==> config.mk <==
export PLATFORM = sky130hd
export DESIGN_NAME = cla_pipelined_adder
export DESIGN_NICKNAME = d
export VERILOG_FILES = /design/src/rtl/cla_pipelined_adder_pkg.sv /design/src/rtl/cla_pipelined_adder_cla_4_bit.sv /design/src/rtl/cla_pipelined_adder.sv
export SDC_FILE = /design/constraint.sdc
export NUM_CORES = 1
export LEC_CHECK = 0
export ABC_AREA = 0
export CORE_MARGIN = 2
export CORE_UTILIZATION = 51
export CTS_CLUSTER_DIAMETER = 30
export DETAILED_ROUTE_END_ITERATION = 6
export GPL_ROUTABILITY_DRIVEN = 0
export PLACE_DENSITY = 0.75
export SYNTH_ARGS = -nofsm -noshare
export SYNTH_HDL_FRONTEND = slang
export SYNTH_SLANG_ARGS = --single-unit
==> constraint.sdc <==
create_clock -name clk -period 6.8 [get_ports clk]
set_input_delay 1.36 -clock clk [delete_from_list [all_inputs] [get_ports clk]]
set_output_delay 1.36 -clock clk [all_outputs]
set_load 0.05 [all_outputs]
==> src/rtl/cla_pipelined_adder_pkg.sv <==
// Shared constants for the pipelined carry-lookahead adder/subtractor.
package cla_pipelined_adder_pkg;

   // Width of one lookahead block; slices are built from these rippled together.
   localparam int unsigned CLA_BLK = 4;

   // ALU op encoding on the sub input.
   localparam logic ADD = 1'b0;
   localparam logic SUB = 1'b1;

   // Legal configuration: at least one stage and every stage a whole number of blocks.
   function automatic logic slicing_ok(input int unsigned width, input int unsigned stages);
      return (stages != 0) && ((width % (CLA_BLK * stages)) == 0);
   endfunction

endpackage

==> src/rtl/cla_pipelined_adder_cla_4_bit.sv <==
// Combinational 4-bit carry-lookahead block with group propagate/generate.
module cla_4_bit
   import cla_pipelined_adder_pkg::*;
(
   input  logic [CLA_BLK-1:0] a,
   input  logic [CLA_BLK-1:0] b,
   input  logic               c_in,
   output logic [CLA_BLK-1:0] sum,
   output logic               c_out,
   output logic               p,
   output logic               g
);

   logic [CLA_BLK-1:0] pp;
   logic [CLA_BLK-1:0] gg;
   logic [CLA_BLK-1:0] c;

   // Bit propagate/generate, flattened lookahead carries, group terms.
   always_comb begin
      pp    = a ^ b;
      gg    = a & b;
      c[0]  = c_in;
      c[1]  = gg[0] | (pp[0] & c_in);
      c[2]  = gg[1] | (pp[1] & gg[0]) | (pp[1] & pp[0] & c_in);
      c[3]  = gg[2] | (pp[2] & gg[1]) | (pp[2] & pp[1] & gg[0])
            | (pp[2] & pp[1] & pp[0] & c_in);
      g     = gg[3] | (pp[3] & gg[2]) | (pp[3] & pp[2] & gg[1])
            | (pp[3] & pp[2] & pp[1] & gg[0]);
      p     = &pp;
      c_out = g | (p & c_in);
      sum   = pp ^ c;
   end

endmodule

==> src/rtl/cla_pipelined_adder.sv <==
// Pipelined CLA adder/subtractor: one slice of the operands is added per
// clock, with the slice carry and the not-yet-added operand bits registered
// between stages. A single advance enable stalls the whole pipe together.
module cla_pipelined_adder
   import cla_pipelined_adder_pkg::*;
#(
   parameter int unsigned WIDTH  = 32,
   parameter int unsigned STAGES = 4
) (
   input  logic             clk,
   input  logic             rst,
   input  logic             in_valid,
   output logic             in_ready,
   input  logic [WIDTH-1:0] a,
   input  logic [WIDTH-1:0] b,
   input  logic             c_in,
   input  logic             sub,
   output logic             out_valid,
   input  logic             out_ready,
   output logic [WIDTH-1:0] sum,
   output logic             c_out,
   output logic             ovf
);

   localparam int unsigned SW = WIDTH / STAGES;
   localparam int unsigned NB = SW / CLA_BLK;

   if (!slicing_ok(WIDTH, STAGES)) begin : g_bad_cfg
      $error("cla_pipelined_adder: WIDTH must be a multiple of 4*STAGES");
   end

   // Stage registers: valid, operands (b already inverted for sub), partial sum, slice carry.
   logic             v_q [STAGES];
   logic [WIDTH-1:0] a_q [STAGES];
   logic [WIDTH-1:0] b_q [STAGES];
   logic [WIDTH-1:0] s_q [STAGES];
   logic             c_q [STAGES];
   logic             ovf_q;

   // Next-state values produced by each stage's adder slice.
   logic [WIDTH-1:0] a_nxt [STAGES];
   logic [WIDTH-1:0] b_nxt [STAGES];
   logic [WIDTH-1:0] s_nxt [STAGES];
   logic             c_nxt [STAGES];
   logic             ovf_nxt;

   logic adv;

   // Whole pipe moves when the output slot is empty or being drained.
   always_comb begin
      adv = !v_q[STAGES-1] || out_ready;
   end

   assign in_ready  = adv;
   assign out_valid = v_q[STAGES-1];
   assign sum       = s_q[STAGES-1];
   assign c_out     = c_q[STAGES-1];
   assign ovf       = ovf_q;

   for (genvar k = 0; k < STAGES; k++) begin : g_stage
      logic [WIDTH-1:0] op_a;
      logic [WIDTH-1:0] op_b;
      logic [WIDTH-1:0] part;
      logic [WIDTH-1:0] s_n;
      logic             cin;
      logic [SW-1:0]    sl_sum;
      logic [NB:0]      cy;
      logic [NB-1:0]    blk_p;
      logic [NB-1:0]    blk_g;
      logic             la_g;
      logic             la_p;
      logic             la_c;

      if (k == 0) begin : g_head
         // First stage works straight off the input beat; b is conditioned here.
         assign op_a = a;
         assign op_b = (sub == SUB) ? ~b : b;
         assign part = '0;
         assign cin  = (sub == ADD) ? c_in : 1'b1;
      end else begin : g_body
         assign op_a = a_q[k-1];
         assign op_b = b_q[k-1];
         assign part = s_q[k-1];
         assign cin  = c_q[k-1];
      end

      assign cy[0] = cin;

      for (genvar j = 0; j < NB; j++) begin : g_blk
         cla_4_bit u_cla (
            .a     (op_a[k*SW + j*CLA_BLK +: CLA_BLK]),
            .b     (op_b[k*SW + j*CLA_BLK +: CLA_BLK]),
            .c_in  (cy[j]),
            .sum   (sl_sum[j*CLA_BLK +: CLA_BLK]),
            .c_out (cy[j+1]),
            .p     (blk_p[j]),
            .g     (blk_g[j])
         );
      end

      // Merge this slice's result into the beat's partial sum.
      always_comb begin
         s_n              = part;
         s_n[k*SW +: SW]  = sl_sum;
      end

      // Slice carry recomputed from the group P/G terms for cross-checking the ripple.
      always_comb begin
         la_g = 1'b0;
         la_p = 1'b1;
         for (int j = 0; j < NB; j++) begin
            la_g = blk_g[j] | (blk_p[j] & la_g);
            la_p = la_p & blk_p[j];
         end
         la_c = la_g | (la_p & cin);
      end

      // Rippled block carry must agree with the group lookahead carry.
      always_ff @(posedge clk) begin
         if (!rst) begin
            assert (la_c == cy[NB]);
         end
      end

      assign a_nxt[k] = op_a;
      assign b_nxt[k] = op_b;
      assign s_nxt[k] = s_n;
      assign c_nxt[k] = cy[NB];

      if (k == STAGES - 1) begin : g_tail
         logic c_msb;
         // Carry into the MSB recovered from the MSB sum bit and its operands.
         assign c_msb   = sl_sum[SW-1] ^ op_a[WIDTH-1] ^ op_b[WIDTH-1];
         assign ovf_nxt = c_msb ^ cy[NB];
      end
   end

   // Stage register bank: clear on reset, shift together when advancing.
   always_ff @(posedge clk) begin
      if (rst) begin
         for (int k = 0; k < STAGES; k++) begin
            v_q[k] <= 1'b0;
            a_q[k] <= '0;
            b_q[k] <= '0;
            s_q[k] <= '0;
            c_q[k] <= 1'b0;
         end
         ovf_q <= 1'b0;
      end else if (adv) begin
         v_q[0] <= in_valid;
         for (int k = 1; k < STAGES; k++) begin
            v_q[k] <= v_q[k-1];
         end
         for (int k = 0; k < STAGES; k++) begin
            a_q[k] <= a_nxt[k];
            b_q[k] <= b_nxt[k];
            s_q[k] <= s_nxt[k];
            c_q[k] <= c_nxt[k];
         end
         ovf_q <= ovf_nxt;
      end
   end

endmodule

* Yosys cells after proc, flatten, opt, wreduce, memory -nomap -nowiden
Memory sizes are Yosys's and may differ from the RTL's.
Index checks and enable logic that the tools add are counted.
** Word-level totals
- Flip-flop bits (word level) :: 1
- RAM bits :: 392
- Output and inout port bits :: 36
- Word-level logic and storage cells :: 291
- Memories kept :: 5
** Memories
- a_q :: depth 4, width 32, rd ports 3, clocked after memory_dff 0, write ports 4, line cla_pipelined_adder.sv:34 : logic [WIDTH-1:0] a_q [STAGES];
- b_q :: depth 4, width 32, rd ports 3, clocked after memory_dff 0, write ports 4, line cla_pipelined_adder.sv:35 : logic [WIDTH-1:0] b_q [STAGES];
- s_q :: depth 4, width 32, rd ports 4, clocked after memory_dff 0, write ports 4, line cla_pipelined_adder.sv:36 : logic [WIDTH-1:0] s_q [STAGES];
- c_q :: depth 4, width 1, rd ports 4, clocked after memory_dff 0, write ports 4, line cla_pipelined_adder.sv:37 : logic c_q [STAGES];
- v_q :: depth 4, width 1, rd ports 4, clocked after memory_dff 0, write ports 4, line cla_pipelined_adder.sv:33 : logic v_q [STAGES];
** Cells by class
- Muxes and demuxes :: 27
- Bitwise gates (word level) :: 248
- Reduce and logical (&&, ||, !) cells :: 10
** Operators by type and width (number)
- 32-bit 2-to-1 mux :: 13
- 1-bit bitwise AND :: 120
- 1-bit OR :: 100
- 4-bit bitwise XOR :: 16
- 4-bit bitwise AND :: 8
- 32-bit inverter :: 1
- 4-bit AND reduction :: 8
- 1-bit 2-to-1 mux :: 14
- 1-bit bitwise XOR :: 3
- 1-bit logical NOT :: 1
- 1-bit logical OR :: 1

* Depth between registers and ports, before layout
An unclocked memory read counts as a cell.
- Depth after elaboration :: 13
- Gate-level depth with buffers :: 11

* Hierarchy
Synthesis repeated with hierarchy kept, for this count alone.
** Unflattened totals
- Cell total of the unflattened synthesis :: 612
- Area total of the unflattened synthesis :: 8854.7 um2
** Modules (own cells, without submodules)
- cla_pipelined_adder :: instances 1, cells an instance 436, area each 7325.8 um2, seq. area each 5545.3 um2
- cla_4_bit at g_stage[1].g_blk[0].u_cla ... :: instances 6, cells an instance 22, area each 193.9 um2, seq. area each 0.0 um2
- cla_4_bit at g_stage[0].g_blk[0].u_cla ... :: instances 2, cells an instance 22, area each 182.7 um2, seq. area each 0.0 um2

* Worst setup path after synthesis
No wires, ideal clock.
- Kind :: input -> register
- Start :: in out_ready
- End :: mem a_q[0][10] (enable)
- Arrival :: 5.496 ns
- Setup slack :: 0.768 ns
- Stages :: 3
- Path buffers :: 0
- Path through :: nand2b_1 -> nor2_1 -> inv_1
** RTL lines
- start, declared :: line cla_pipelined_adder.sv:19 : input logic out_ready,
- end, declared :: line cla_pipelined_adder.sv:34

* Worst setup path in the final report
- Start :: in out_ready
- End :: out in_ready
** On the way
- Longest elaborated chain between the ends :: 1
** Ends and longest elaborated chain
- 1-bit logical OR :: line cla_pipelined_adder.sv:51 : adv = !v_q[STAGES-1] || out_ready;
- end, declared :: line cla_pipelined_adder.sv:13 : output logic in_ready,
Every way passes these cells.

==> results_dict.tcl <==
set metrics [dict create \
    grt_max_degree 145 \
    startpoint_type "primary input" \
    cts_tree "yes" \
    diodes 0 \
    hpwlAfterDp_um 8320 \
    synth_nets 682 \
    finalClockSkew_ns 0.00732 \
    post_cts_buffers 0 \
    final_min_period_over_clock_period 0.613 \
    final_cell_mix "edfxtp_1, and2_1, clkdlybuf4s50_1, nor2_1" \
    fmax_mhz 240 \
    cts_resized 0 \
    syn_area_per_cell_sq_um 14.3 \
    die_area_sq_um 17100 \
    fin_util 0.634 \
    finalHoldViolCount 0 \
    yosys_most_used_dff "edfxtp_1" \
    p_per_area_nw_per_um2 259 \
    layout.nets 786 \
    antenna_found_initial 0 \
    hold_class "register to register" \
    io_pins 106 \
    async_flop_share 0 \
    status "complete, no violations" \
    wl_per_cell_um 14.4 \
    synth_edf_count 184 \
    crit_path_end_kind "output pin" \
    worstPathArrival_ns 2.81 \
    die_w_um 131 \
    drtAntennaViolNets 0 \
    min-delay-start "ovf" \
    synth_top_area_share 0.674 \
    h-tree-depth 4 \
    grt_pass1_vias 4403 \
    clk_latency_ns 0.43 \
    setup.worst_path.start "out_ready" \
    fillers 1173 \
    finalWirelength_um 13000 \
    critPathMaxFanout 4 \
    reg2reg_from "a_q[0][48]" \
    peakVddDrop_uv 174 \
    ys_ff_latch 185 \
    synth_cells 572 \
    synth_area_leaders "edfxtp_1, and2_1, ha_1" \
    report.final.slew_viol_count 0 \
    gr-total-overflow 0 \
    clk_pin_slew_ns 0.06 \
    die_h_um 131 \
    yosys.area.top_type "edfxtp_1" \
    drtIter0Drc 304 \
    start_util 0.518 \
    portBuffers 105 \
    final.setup.tns_ns 0 \
    vias 4426 \
    maxSlewHeadroom 0.271 \
    worstSetupPathType "primary input to output pin" \
    grtUsageTotal 0.162 \
    cts_sinks 185 \
    area_delta_synth_final_pct 22.3 \
    setup_viol 0 \
    maxCapViolCount 0 \
    drive_gt1_frac 0.0595 \
    p_leak_nw 4.10 \
    crit_required_ns 5.44 \
    num_rows 46 \
    syn_area_sq_um 8200 \
    clockBufferDepth 2 \
    vias_per_cell 4.89 \
    core_sq_um 15800 \
    hold_buffers 0 \
    tightest_slew_ns 1.09 \
    yosysSeqAreaShare 0.676 \
    finalCriticalPeriod_ns 4.17 \
    drt-pass1-iter-count 4 \
    tritoncts.num_buffers 17 \
    ys_types 38 \
    grt_pass1_wl_um 20500 \
    cts_root_buf "clkbuf_16" \
    layout_commonest_cell "edfxtp_1" \
    rsz0062_at_grt "no" \
    yosys_warnings 0 \
    drc 0 \
]
==> cell type report <==
cell class / count / area [sq um] / share of cell area
repair buffers: 109 / 1080 / 0.107
inverters: 17 / 71.3 / 0.00711
flip-flops and latches: 185 / 5550 / 0.553
multi-input cells: 346 / 2500 / 0.250
clock inverters: 13 / 129 / 0.0128
well taps: 216 / 270 / 0.0269
clock buffers: 19 / 433 / 0.0432
==> path summary, 6_finish.rpt <==
| kind | endpoint | slack, ns | depth (start not counted) |
|---|---|---|---|
| worst max-delay path | in_ready | 2.63 | 3 |
| worst min-delay path | ovf | 0.46 | 2 |
| worst max register to register | s_q[0][85] | 4.18 | 8 |
| worst min register to register | ovf | 0.46 | 2 |
==> worst max-delay path, cell delays in order <==
cell and delay, ns:
clkdlybuf4s50_1 0.45, nand2b_1 0.17, clkdlybuf4s50_1 0.82
==> cell usage after synthesis, types with 2 or more instances <==
| cell type | n |
|---|---|
| nand2b_1 | 4 |
| nand2_1 | 6 |
| a21oi_1 | 9 |
| or2_2 | 2 |
| fa_1 | 8 |
| inv_1 | 17 |
| and2_1 | 128 |
| xor2_1 | 18 |
| nor2_1 | 50 |
| ha_1 | 32 |
| o21a_1 | 8 |
| nand4_1 | 4 |
| o21ai_0 | 5 |
| clkbuf_1 | 18 |
| nor3b_1 | 3 |
| edfxtp_1 | 184 |
| a21o_1 | 7 |
| nor2b_1 | 5 |
| buf_2 | 5 |
| xnor2_1 | 32 |
| nor3_1 | 10 |
==> power breakdown <==
group	internal, mW	switching [mW]	leakage, nW
registers	1.35	0.0224	2.19
clock network	0.537	0.407	0.264
logic	0.135	0.153	1.64
==> registers in the layout (all words and copies together) (netlist names) <==
signal,flops
s_q,80
a_q,48
v_q,4
b_q,48
c_q,4
ovf,1
==> layer usage <==
metal  vias up  part of all wire  GRT usage
li1       2200                 -          -
met1      2126              0.41      0.182
met2        79              0.54      0.294
met3        21             0.031     0.0395
met4         0             0.019     0.0682
met5         -                 0          0
==> kinds of logic after synthesis <==
logic type	count (synthesis)	synth area share
flops	185	0.676
simple gates	215	0.147
fa+ha+maj	40	0.0684
xor+xnor	50	0.0534
buf+inv	41	0.0195
mux	1	0.00122
compound gates	40	0.0346
==> through the flow <==
| step | area (sq um) | instances | power [mW] | hold WS, ns | setup WS, ns |
|---|---|---|---|---|---|
| 3_3_place_gp | 9470 | 873 | 1.67 | 0.450 | 2.64 |
| 4_1_cts | 10000 | 905 | 2.62 | 0.470 | 2.62 |
| 3_5_place_dp | 9470 | 873 | 1.68 | 0.456 | 2.63 |
| 6_report | 10000 | 905 | 2.60 | 0.463 | 2.63 |
| 2_1_floorplan | 8200 | 572 | 1.58 | 0.497 | 0.768 |
| 5_1_grt | 10000 | 905 | 2.70 | 0.527 | 2.57 |
No activity file was read; power rests on OpenSTA's default activity.
